`src/rtl/eps_greedy_hop_selector_pkg.sv`:
```
// Shared types and constants for the epsilon-greedy next-hop selector.
// Holds the FSM encoding, reason codes and the LFSR step function.
package hop_sel_pkg;

    typedef enum logic [2:0] {
        ST_IDLE,
        ST_DRAW,
        ST_SCAN,
        ST_DECIDE,
        ST_DONE
    } state_t;

    localparam logic [1:0] REASON_NONE    = 2'd0;
    localparam logic [1:0] REASON_EXPLORE = 2'd1;
    localparam logic [1:0] REASON_BETTER  = 2'd2;
    localparam logic [1:0] REASON_BAND    = 2'd3;

    // Right-shifting Galois form of x^32 + x^22 + x^2 + x + 1.
    localparam logic [31:0] LFSR_POLY    = 32'h8020_0003;
    localparam logic [31:0] DEFAULT_SEED = 32'h1ACE_B00C;

    function automatic logic [31:0] lfsr_step(input logic [31:0] s);
        return s[0] ? ((s >> 1) ^ LFSR_POLY) : (s >> 1);
    endfunction

endpackage

```
`src/rtl/eps_greedy_hop_selector_if.sv`:
```
// Request/response bundle between a routing node and its hop selector.
// The master modport is the requester; the slave modport is the selector.
interface eps_greedy_hop_selector_if #(
    parameter int NUM_NBR = 8,
    parameter int ID_W    = 16,
    parameter int VAL_W   = 16
);
    logic                     start;
    logic                     epsilon_load;
    logic [15:0]              epsilon_in;
    logic [15:0]              epsilon_step;
    logic [NUM_NBR-1:0]       nbr_valid;
    logic [NUM_NBR*ID_W-1:0]  nbr_id;
    logic [NUM_NBR*VAL_W-1:0] nbr_value;
    logic [ID_W-1:0]          my_node_id;
    logic [VAL_W-1:0]         my_best;
    logic                     busy;
    logic                     done;
    logic [ID_W-1:0]          nexthop;
    logic                     nexthop_valid;
    logic [1:0]               reason;
    logic [15:0]              epsilon_out;

    modport master (
        output start, epsilon_load, epsilon_in, epsilon_step,
               nbr_valid, nbr_id, nbr_value, my_node_id, my_best,
        input  busy, done, nexthop, nexthop_valid, reason, epsilon_out
    );

    modport slave (
        input  start, epsilon_load, epsilon_in, epsilon_step,
               nbr_valid, nbr_id, nbr_value, my_node_id, my_best,
        output busy, done, nexthop, nexthop_valid, reason, epsilon_out
    );
endinterface

```
`src/rtl/eps_greedy_hop_selector_lfsr32.sv`:
```
// 32-bit Galois LFSR that steps only when advance is high.
module lfsr32
    import hop_sel_pkg::*;
#(
    parameter logic [31:0] SEED = DEFAULT_SEED
) (
    input  logic        clock,
    input  logic        nreset,
    input  logic        advance,
    output logic [31:0] state
);

    always_ff @(posedge clock) begin
        if (!nreset) begin
            state <= SEED;
        end else if (advance) begin
            state <= lfsr_step(state);
        end
    end

endmodule

```
`src/rtl/eps_greedy_hop_selector.sv`:
```
// Epsilon-greedy next-hop selector: random eligible neighbour on explore,
// cheapest eligible neighbour (against my_best with a tolerance band) on exploit.
module eps_greedy_hop_selector
    import hop_sel_pkg::*;
#(
    parameter int          NUM_NBR   = 8,
    parameter int          ID_W      = 16,
    parameter int          VAL_W     = 16,
    parameter int          TOL_SHIFT = 10,
    parameter logic [15:0] EPS_INIT  = 16'h0000,
    parameter logic [31:0] SEED      = DEFAULT_SEED
) (
    input logic                        clock,
    input logic                        nreset,
    eps_greedy_hop_selector_if.slave   bus
);

    localparam int CNT_W  = $clog2(NUM_NBR + 1);
    localparam int IDX_W  = $clog2(NUM_NBR);
    localparam int PROD_W = 16 + CNT_W;
    localparam logic [IDX_W-1:0] LAST_IDX = IDX_W'(NUM_NBR - 1);

    state_t state_reg, state_next;

    logic [ID_W-1:0]  id_arr  [NUM_NBR];
    logic [VAL_W-1:0] val_arr [NUM_NBR];
    logic [NUM_NBR-1:0] elig;
    logic [CNT_W-1:0]   cnt;

    logic [31:0]       lfsr_state;
    logic [15:0]       r1, r2;
    logic              draw_explore;
    logic [PROD_W-1:0] draw_prod;
    logic [CNT_W-1:0]  draw_k;

    logic [15:0]      eps_reg;
    logic [IDX_W-1:0] idx_reg;
    logic             explore_reg;
    logic [CNT_W-1:0] k_reg;
    logic [CNT_W-1:0] seen_reg;
    logic [ID_W-1:0]  pick_id_reg;
    logic             found_reg;
    logic [VAL_W-1:0] best_val_reg;
    logic [ID_W-1:0]  best_id_reg;
    logic [ID_W-1:0]  nexthop_reg;
    logic             nh_valid_reg;
    logic [1:0]       reason_reg;

    logic [VAL_W-1:0] tol, lo, hi;
    logic [VAL_W:0]   hi_sum;

    generate
        for (genvar gi = 0; gi < NUM_NBR; gi++) begin : g_entry
            assign id_arr[gi]  = bus.nbr_id[gi*ID_W +: ID_W];
            assign val_arr[gi] = bus.nbr_value[gi*VAL_W +: VAL_W];
            assign elig[gi]    = bus.nbr_valid[gi] && (id_arr[gi] != bus.my_node_id);
        end
    endgenerate

    always_comb begin
        cnt = '0;
        for (int i = 0; i < NUM_NBR; i++) begin
            cnt = cnt + CNT_W'(elig[i]);
        end
    end

    lfsr32 #(.SEED(SEED)) u_lfsr (
        .clock   (clock),
        .nreset  (nreset),
        .advance (state_reg == ST_DRAW),
        .state   (lfsr_state)
    );

    // The draw uses the LFSR word present in DRAW; the step lands at the same edge.
    assign r1           = lfsr_state[31:16];
    assign r2           = lfsr_state[15:0];
    assign draw_explore = (cnt != '0) && ((eps_reg == 16'hFFFF) || (r1 < eps_reg));
    assign draw_prod    = PROD_W'(r2) * PROD_W'(cnt);
    assign draw_k       = draw_prod[PROD_W-1 -: CNT_W];

    // Upper band edge saturates instead of wrapping near the top of the range.
    assign tol    = bus.my_best >> TOL_SHIFT;
    assign lo     = bus.my_best - tol;
    assign hi_sum = {1'b0, bus.my_best} + {1'b0, tol};
    assign hi     = hi_sum[VAL_W] ? {VAL_W{1'b1}} : hi_sum[VAL_W-1:0];

    always_ff @(posedge clock) begin
        if (!nreset) begin
            state_reg <= ST_IDLE;
        end else begin
            state_reg <= state_next;
        end
    end

    always_comb begin
        state_next = state_reg;
        case (state_reg)
            ST_IDLE:   if (bus.start) state_next = ST_DRAW;
            ST_DRAW:   state_next = ST_SCAN;
            ST_SCAN:   if (idx_reg == LAST_IDX) state_next = ST_DECIDE;
            ST_DECIDE: state_next = ST_DONE;
            ST_DONE:   state_next = ST_IDLE;
            default:   state_next = ST_IDLE;
        endcase
    end

    always_ff @(posedge clock) begin
        if (!nreset) begin
            eps_reg      <= EPS_INIT;
            idx_reg      <= '0;
            explore_reg  <= 1'b0;
            k_reg        <= '0;
            seen_reg     <= '0;
            pick_id_reg  <= '0;
            found_reg    <= 1'b0;
            best_val_reg <= '0;
            best_id_reg  <= '0;
            nexthop_reg  <= '0;
            nh_valid_reg <= 1'b0;
            reason_reg   <= REASON_NONE;
        end else begin
            case (state_reg)
                ST_IDLE: begin
                    if (bus.epsilon_load) eps_reg <= bus.epsilon_in;
                end
                ST_DRAW: begin
                    explore_reg  <= draw_explore;
                    k_reg        <= draw_k;
                    idx_reg      <= '0;
                    seen_reg     <= '0;
                    pick_id_reg  <= '0;
                    found_reg    <= 1'b0;
                    best_val_reg <= '0;
                    best_id_reg  <= '0;
                end
                ST_SCAN: begin
                    idx_reg <= idx_reg + IDX_W'(1);
                    if (elig[idx_reg]) begin
                        seen_reg <= seen_reg + CNT_W'(1);
                        if (seen_reg == k_reg) pick_id_reg <= id_arr[idx_reg];
                        // Strict compare keeps the lowest index on equal costs.
                        if (!found_reg || (val_arr[idx_reg] < best_val_reg)) begin
                            found_reg    <= 1'b1;
                            best_val_reg <= val_arr[idx_reg];
                            best_id_reg  <= id_arr[idx_reg];
                        end
                    end
                end
                ST_DECIDE: begin
                    if (explore_reg) begin
                        nexthop_reg  <= pick_id_reg;
                        nh_valid_reg <= 1'b1;
                        reason_reg   <= REASON_EXPLORE;
                        eps_reg      <= (eps_reg > bus.epsilon_step) ? (eps_reg - bus.epsilon_step) : 16'h0000;
                    end else if (found_reg && (best_val_reg < lo)) begin
                        nexthop_reg  <= best_id_reg;
                        nh_valid_reg <= 1'b1;
                        reason_reg   <= REASON_BETTER;
                    end else if (found_reg && (best_val_reg < hi)) begin
                        nexthop_reg  <= best_id_reg;
                        nh_valid_reg <= 1'b1;
                        reason_reg   <= REASON_BAND;
                    end else begin
                        nexthop_reg  <= bus.my_node_id;
                        nh_valid_reg <= 1'b0;
                        reason_reg   <= REASON_NONE;
                    end
                end
                default: ;
            endcase
        end
    end

    assign bus.busy          = (state_reg != ST_IDLE);
    assign bus.done          = (state_reg == ST_DONE);
    assign bus.nexthop       = nexthop_reg;
    assign bus.nexthop_valid = nh_valid_reg;
    assign bus.reason        = reason_reg;
    assign bus.epsilon_out   = eps_reg;

endmodule

```
`src/flat_wrapper.sv`:
```
// flat-port wrapper written by rule: the top's interface ports become plain ports
module eps_greedy_hop_selector_flat import hop_sel_pkg::*;
#(
    parameter int          NUM_NBR   = 8,
    parameter int          ID_W      = 16,
    parameter int          VAL_W     = 16,
    parameter int          TOL_SHIFT = 10,
    parameter logic [15:0] EPS_INIT  = 16'h0000,
    parameter logic [31:0] SEED      = DEFAULT_SEED
)
  (clock, nreset, bus_start, bus_epsilon_load, bus_epsilon_in, bus_epsilon_step, bus_nbr_valid, bus_nbr_id, bus_nbr_value, bus_my_node_id, bus_my_best, bus_busy, bus_done, bus_nexthop, bus_nexthop_valid, bus_reason, bus_epsilon_out);
  eps_greedy_hop_selector_if #(.NUM_NBR(NUM_NBR), .ID_W(ID_W), .VAL_W(VAL_W)) bus_i ();
  input logic clock;
  input logic nreset;
  input wire logic [$bits(bus_i.start)-1:0] bus_start;
  input wire logic [$bits(bus_i.epsilon_load)-1:0] bus_epsilon_load;
  input wire logic [$bits(bus_i.epsilon_in)-1:0] bus_epsilon_in;
  input wire logic [$bits(bus_i.epsilon_step)-1:0] bus_epsilon_step;
  input wire logic [$bits(bus_i.nbr_valid)-1:0] bus_nbr_valid;
  input wire logic [$bits(bus_i.nbr_id)-1:0] bus_nbr_id;
  input wire logic [$bits(bus_i.nbr_value)-1:0] bus_nbr_value;
  input wire logic [$bits(bus_i.my_node_id)-1:0] bus_my_node_id;
  input wire logic [$bits(bus_i.my_best)-1:0] bus_my_best;
  output wire logic [$bits(bus_i.busy)-1:0] bus_busy;
  output wire logic [$bits(bus_i.done)-1:0] bus_done;
  output wire logic [$bits(bus_i.nexthop)-1:0] bus_nexthop;
  output wire logic [$bits(bus_i.nexthop_valid)-1:0] bus_nexthop_valid;
  output wire logic [$bits(bus_i.reason)-1:0] bus_reason;
  output wire logic [$bits(bus_i.epsilon_out)-1:0] bus_epsilon_out;
  assign bus_i.start = bus_start;
  assign bus_i.epsilon_load = bus_epsilon_load;
  assign bus_i.epsilon_in = bus_epsilon_in;
  assign bus_i.epsilon_step = bus_epsilon_step;
  assign bus_i.nbr_valid = bus_nbr_valid;
  assign bus_i.nbr_id = bus_nbr_id;
  assign bus_i.nbr_value = bus_nbr_value;
  assign bus_i.my_node_id = bus_my_node_id;
  assign bus_i.my_best = bus_my_best;
  assign bus_busy = bus_i.busy;
  assign bus_done = bus_i.done;
  assign bus_nexthop = bus_i.nexthop;
  assign bus_nexthop_valid = bus_i.nexthop_valid;
  assign bus_reason = bus_i.reason;
  assign bus_epsilon_out = bus_i.epsilon_out;
  eps_greedy_hop_selector #(.NUM_NBR(NUM_NBR), .ID_W(ID_W), .VAL_W(VAL_W), .TOL_SHIFT(TOL_SHIFT), .EPS_INIT(EPS_INIT), .SEED(SEED)) u_core (.clock(clock), .nreset(nreset), .bus(bus_i));
endmodule
```
`config.mk`:
```
export PLATFORM = sky130hd
export DESIGN_NAME = eps_greedy_hop_selector_flat
export DESIGN_NICKNAME = d
export VERILOG_FILES = /design/src/rtl/eps_greedy_hop_selector_pkg.sv /design/src/rtl/eps_greedy_hop_selector_if.sv /design/src/rtl/eps_greedy_hop_selector_lfsr32.sv /design/src/rtl/eps_greedy_hop_selector.sv /design/src/flat_wrapper.sv
export SDC_FILE = /design/constraint.sdc
export NUM_CORES = 1
export LEC_CHECK = 0
export ABC_AREA = 1
export CORE_MARGIN = 3
export CORE_UTILIZATION = 51
export DETAILED_ROUTE_END_ITERATION = 7
export PLACE_DENSITY = 0.87
export SLEW_MARGIN = 30
export SYNTH_ARGS = -nofsm -noshare
export SYNTH_HDL_FRONTEND = slang
export SYNTH_SLANG_ARGS = --single-unit
```
`constraint.sdc`:
```
create_clock -name clock -period 8.4 [get_ports clock]
set_clock_uncertainty 0.1 [all_clocks]
set_input_delay 0.84 -clock clock [delete_from_list [all_inputs] [get_ports clock]]
set_output_delay 0.84 -clock clock [all_outputs]
set_load 0.1 [all_outputs]
```
## Yosys cells after proc, flatten, opt, wreduce, memory -nomap -nowiden

Index checks and enable logic that the tools add are counted.

| word-level totals | value |
|---|---|
| register bits after elaboration | 131 |
| output and inout port bits | 37 |
| input bits | 332 |
| word-level logic and storage cells | 123 |

| operators by class | value |
|---|---|
| bitwise logic cells | 2 |
| eq/ne operators | 22 |
| muxes and demuxes | 41 |
| multiply operators | 1 |
| add/subtract/negate cells | 12 |
| order comparisons | 7 |
| reduce and logical (&&, ||, !) cells | 24 |

Operators with widths:

| kind | number |
|---|---|
| 16-bit two-way mux | 17 |
| 16-bit inequality test | 8 |
| 16-bit case mux with 2 select lines | 4 |
| 16-bit binary-select mux with 3-bit select | 2 |
| 16-bit < comparator | 4 |
| 32-bit two-way mux | 1 |
| 4-bit by 1-bit adder with 4-bit output | 6 |
| 16-bit by 4-bit multiplier with 20-bit output | 1 |
| 16-bit by 6-bit adder with 17-bit output | 1 |
| 16-bit == test (second input constant) | 1 |
| 16-bit > comparator | 1 |
| 16-bit subtractor | 1 |
| 16-bit by 6-bit subtractor with 16-bit output | 1 |
| 3-bit case mux with 4 select lines | 1 |
| 1-bit logical AND | 11 |
| 2-bit by 1-bit inequality test with 1-bit output (second input constant) | 5 |
| 3-bit AND reduction | 3 |
| 3-bit NOT with 4-bit output | 2 |
| 4-bit case mux with 2 select lines | 1 |
| 3-bit by 2-bit == test with 1-bit output (second input constant) | 2 |
| 3-bit == test (second input constant) | 2 |
| 1-bit two-way mux | 6 |
| 2-bit two-way mux | 3 |
| 3-bit two-way mux | 2 |
| 19 further kinds | 23 |

## Longest topological paths before layout

| depth | value |
|---|---|
| depth after elaboration | 11 |
| gate-level depth with buffers | 37 |
| depth with buffers taken out | 36 |

## Hierarchy

A second synthesis with hierarchy kept.

| second synthesis, totals | value |
|---|---|
| cell total of the unflattened synthesis | 2,326 |
| area total of the unflattened synthesis | 14,625.3 um2 |

Modules (own cells, without submodules):

| module | seq. area each (um2) | area an instance (um2) | cells an instance | instances |
|---|---|---|---|---|
| eps_greedy_hop_selector | 1,981.9 | 13,467.9 | 2,178 | 1 |
| lfsr32 | 640.6 | 1,157.4 | 148 | 1 |

## Worst setup path after synthesis

OpenSTA, ideal clock, no wires.

| timing path | value |
|---|---|
| path kind | input to register |
| start | in bus_my_node_id[9] |
| end | reg u_core.k_reg[3] |
| stages | 30 |
| arrival time | 6.787 ns |
| data required time | 8.242 ns |
| slack | 1.455 ns |
| path buffers | 2 |
| setup time | 0.058 ns |
| cells stage by stage | buf_4 > xor2_1 > nor2_1 > nand2_1 > nor2_1 > nand2_1 > nand2_1 > inv_1 > ha_1 > inv_1 > fa_1 > fa_1 > fa_1 > fa_1 > xor2_1 > clkbuf_1 > nor2_1 > fa_1 > inv_1 > fa_1 > inv_1 > ha_1 > nand2_1 > nor3_1 > nor3b_1 > nand4_1 > a31o_2 > nand3_1 > o211ai_1 > inv_1 |

| between the ends | value |
|---|---|
| word-level cells in the longest chain between the ends | 10 |
| elaborated cells on any way between the ends | 24 |
| those cells by class | add/sub: 7; mul: 1; eq/ne: 8; reduce/logical: 8 |

RTL lines:

| element | RTL line | RTL |
|---|---|---|
| start: declaration | flat_wrapper.sv:22 | `input wire logic [$bits(bus_i.my_node_id)-1:0] bus_my_node_id;` |
| 16-bit inequality test | eps_greedy_hop_selector.sv:56 | `assign elig[gi] = bus.nbr_valid[gi] && (id_arr[gi] != bus.my_node_id);` |
| 1-bit logical AND | eps_greedy_hop_selector.sv:56 |  |
| 1-bit by 1-bit adder with 2-bit output | eps_greedy_hop_selector.sv:63 | `cnt = cnt + CNT_W'(elig[i]);` |
| 4-bit by 1-bit adder with 4-bit output (5 in series) | eps_greedy_hop_selector.sv:63 |  |
| 4-bit by 1-bit adder with 4-bit output (*) | eps_greedy_hop_selector.sv:63 |  |
| 16-bit by 4-bit multiplier with 20-bit output (*) | eps_greedy_hop_selector.sv:78 | `assign draw_prod = PROD_W'(r2) * PROD_W'(cnt);` |
| end signal: assignment | eps_greedy_hop_selector.sv:128 | `k_reg <= draw_k;` |
| end: declaration | eps_greedy_hop_selector.sv:39 | `logic [CNT_W-1:0] k_reg;` |

Every way passes the cells marked *; elsewhere a longest branch is shown, timed or not.
A chain may end at the register's enable or synchronous reset.

## Final worst setup path

| timing path | value |
|---|---|
| start | in bus_my_node_id[2] |
| end | reg u_core.k_reg[1] |

The elaborated chain is that of the path after synthesis.

==> results.json <==
{
  "outcome": "complete, no violations",
  "worst_slew_pin_slew_ps": 1040,
  "ios": 369,
  "syn_area_per_cell_um2": 6.35,
  "cts_setup_buffers": 0,
  "rr_startpoint": "u_core.idx_reg[0]",
  "drive_gt1_share_pct": 4.96,
  "ctsRootBufferMaster": "clkbuf_16",
  "yosysWarningCount": 0,
  "grt_pass1_vias": 16300,
  "synth.net_count": 2784,
  "synth_top_cell_by_area": "dfxtp_1",
  "nets": 3071,
  "grt_max_degree": 76,
  "reg2reg_to": "u_core.best_id_reg[6]",
  "syn_area_um2": 14600,
  "largest_reg_flops": 32,
  "cts_hold_buf": 0,
  "holdWs_ps": 375,
  "cts_buffer_depth": 2,
  "synth.area.top_cells": "dfxtp_1, nor2_1, ha_1",
  "cp_max_fo": 17,
  "synthCells": 2302,
  "synth-edff-count": 0,
  "pre_cts_slack_ps": 254,
  "tritoncts": "done",
  "fin_crit_sh_pct": 93.0,
  "drt_iter0_markers": 1760,
  "max_cap_violations": 0,
  "slew_violations": 0,
  "ant_nets": 0,
  "vias": 16900,
  "max-vdd-ir-drop_mv": 0.137,
  "final-setup-viol-count": 0,
  "slowest_stage": "fa_1",
  "ys_seq_area_share_pct": 17.9,
  "required_ps": 8620,
  "design_area_um2": 18800,
  "period_needed_ps": 7810,
  "antenna_found_initial": 1,
  "avgViaCountPerCell": 5.69,
  "leakagePower_nw": 8.53,
  "ys_types": 60,
  "grt_pass1_wl_um": 90800,
  "hold_path.startpoint": "u_core.pick_id_reg[15]",
  "rows": 61,
  "clk_latency_ps": 430,
  "max_freq_ghz": 0.128,
  "setup_tns_ps": 0,
  "maxSlewHeadroom_pct": 30.5,
  "hold_path_depth": 2,
  "grt_setup_unrepaired": "no",
  "hpwl_um": 46100,
  "startpoint_type": "input port",
  "arrival_ps": 8030,
  "fill_cells": 2533,
  "firstDrtPassIters": 6,
  "layout-area-overhead-vs-synth_pct": 28.8,
  "async_reset_ff_share_pct": 0,
  "hold_viol": 0,
  "synthFlopType": "dfxtp_1",
  "placed_area_um2": 18200,
  "setup_ws_ps": 585,
  "cts_resized": 0,
  "worstHoldEndpoint": "u_core.pick_id_reg[15]",
  "hold_path.class": "reg2reg",
  "die_area_um2": 30700,
  "overflow": 0,
  "portBuffers": 368,
  "pwr_density_cell_nw_per_um2": 170,
  "crit_top_cell": "fa_1",
  "track_usage_pct": 37.2,
  "start_util_pct": 52.2,
  "slowest_delay_ps": 990,
  "rrSetupSlack_ps": 3640,
  "place_congestion": 0.999,
  "yosysTopAreaCellShare_pct": 17.9,
  "avgRoutedWirePerCell_um": 19.8,
  "r2r_cells": 17,
  "synth_seq_cells": 131,
  "core-area_um2": 28000,
  "endpoint_kind": "flop",
  "cts_buffers": 17,
  "drc": 0,
  "critical_path_class": "in2reg",
  "die_width_um": 175,
  "clkSinkCount": 131,
  "dieHeight_um": 175,
  "clk_pin_slew_ps": 60,
  "routed_wirelength_um": 59000,
  "cts_max_level": 4
}
[area by class of cell]
cell class	instances	area [um^2]	share of cell area, %
Antenna cell	1	2.50	0.0133
Multi-Input combinational cell	1762	10300	54.5
Inverter	290	1100	5.85
Clock buffer	19	443	2.35
Timing Repair Buffer	387	3780	20.1
Clock inverter	12	145	0.771
Tap cell	378	473	2.51
Sequential cell	131	2630	14.0
[synth_stat cells (2+ instances only)]
library cell  number
a211oi_1           4
a21boi_0           4
a21o_1             3
a21oi_1          163
a21oi_2            2
a221oi_1           8
a22oi_1           16
a31o_2             2
a31oi_1           18
buf_1              5
buf_2             18
buf_4              8
buf_6             19
clkbuf_1          68
clkinv_1           2
dfxtp_1          131
fa_1              34
ha_1             116
inv_1            273
inv_2             10
inv_4              5
nand2_1          362
nand2_2           15
nand2_4            6
nand2_8            2
nand3_1          135
nand3_2            2
nand3b_1           7
nand4_1           32
nor2_1           402
nor2_2             7
nor2_8             2
nor3_1            26
nor3_2             4
nor4_1             3
o211ai_1          18
o21a_1             7
o21ai_0          170
o21ai_1            3
o221ai_1          10
o22ai_1           41
or2_1              3
or2_2              5
xnor2_1           17
xor2_1            99
[cell usage in the layout, fill, tap and decap left out, types with 5 or more instances in the layout]
| master | count |
|---|---|
| a21oi_1 | 163 |
| a22oi_1 | 16 |
| clkbuf_16 | 17 |
| o221ai_1 | 10 |
| nor3_1 | 26 |
| nor2_2 | 9 |
| inv_4 | 6 |
| buf_2 | 9 |
| or2_2 | 5 |
| nand4_1 | 32 |
| o22ai_1 | 41 |
| fa_1 | 34 |
| nand2_2 | 15 |
| inv_1 | 273 |
| nand3_1 | 134 |
| xnor2_1 | 17 |
| dfxtp_1 | 129 |
| o21ai_0 | 170 |
| inv_2 | 9 |
| xor2_1 | 99 |
| nand2_4 | 6 |
| o21a_1 | 7 |
| buf_4 | 20 |
| nand3b_1 | 7 |
| nand2_1 | 362 |
| a221oi_1 | 8 |
| a31oi_1 | 18 |
| o211ai_1 | 18 |
| ha_1 | 116 |
| clkdlybuf4s50_1 | 358 |
| nor2_1 | 400 |
[cell families (layout without fill, tap and decap cells)]
family	Yosys count	count (layout)	share of synthesized area (%)
and+or+nand+nor	1017	1017	29.9
xor gates and xnor gates	116	116	6.95
adders and majority gates	150	150	14.6
other	0	1	0
AOI/OAI and AO/OA	479	479	18.7
buffers and inverters	409	708	12.0
DFF	131	131	17.9
[per-stage QoR]
stage          instances  power, W  util [%]
2_1_floorplan       2302   0.00190         -
3_3_place_gp        2948   0.00236      65.2
3_5_place_dp        2948   0.00241      65.1
4_1_cts             2979   0.00317      67.2
5_1_grt             2980   0.00340      67.2
6_report            2980   0.00320      67.2
[worst max-delay path by stage]
stage          cells after the start              end  slack, ps              start
3_3_place_gp                      32  u_core.k_reg[1]        400  bus_my_node_id[2]
6_report                          32  u_core.k_reg[1]        590  bus_my_node_id[2]
5_1_grt                           30  u_core.k_reg[3]        180  bus_my_node_id[4]
2_1_floorplan                     30  u_core.k_reg[3]       1450  bus_my_node_id[9]
3_5_place_dp                      32  u_core.k_reg[1]        250  bus_my_node_id[2]
4_1_cts                           32  u_core.k_reg[1]        670  bus_my_node_id[2]
[critical path, delay by kind of cell]
kind,cells,cell delay [ps]
AND/OR/NAND/NOR,11,1150
AO/OA/AOI/OAI,6,780
buffers and inverters,7,1140
adder cells (fa/ha/maj),8,4100
[routing by layer]
layer  track usage (%)  vias up  part of all wire, %
met5                 0        -                    0
met2              65.0      834                   48
met3              5.77      127                  8.4
met4              13.4        0                  3.8
li1                  -     8106                    -
met1              46.5     7878                   39
[report_power, final]
group | internal [W] | switching [W] | total [W]
Sequential | 0.000711 | 0.0000874 | 0.000798
Clock | 0.000449 | 0.000303 | 0.000752
Combinational | 0.000596 | 0.00105 | 0.00165
Total | 0.00176 | 0.00144 | 0.00320
Power figures use the tool's default switching activity.
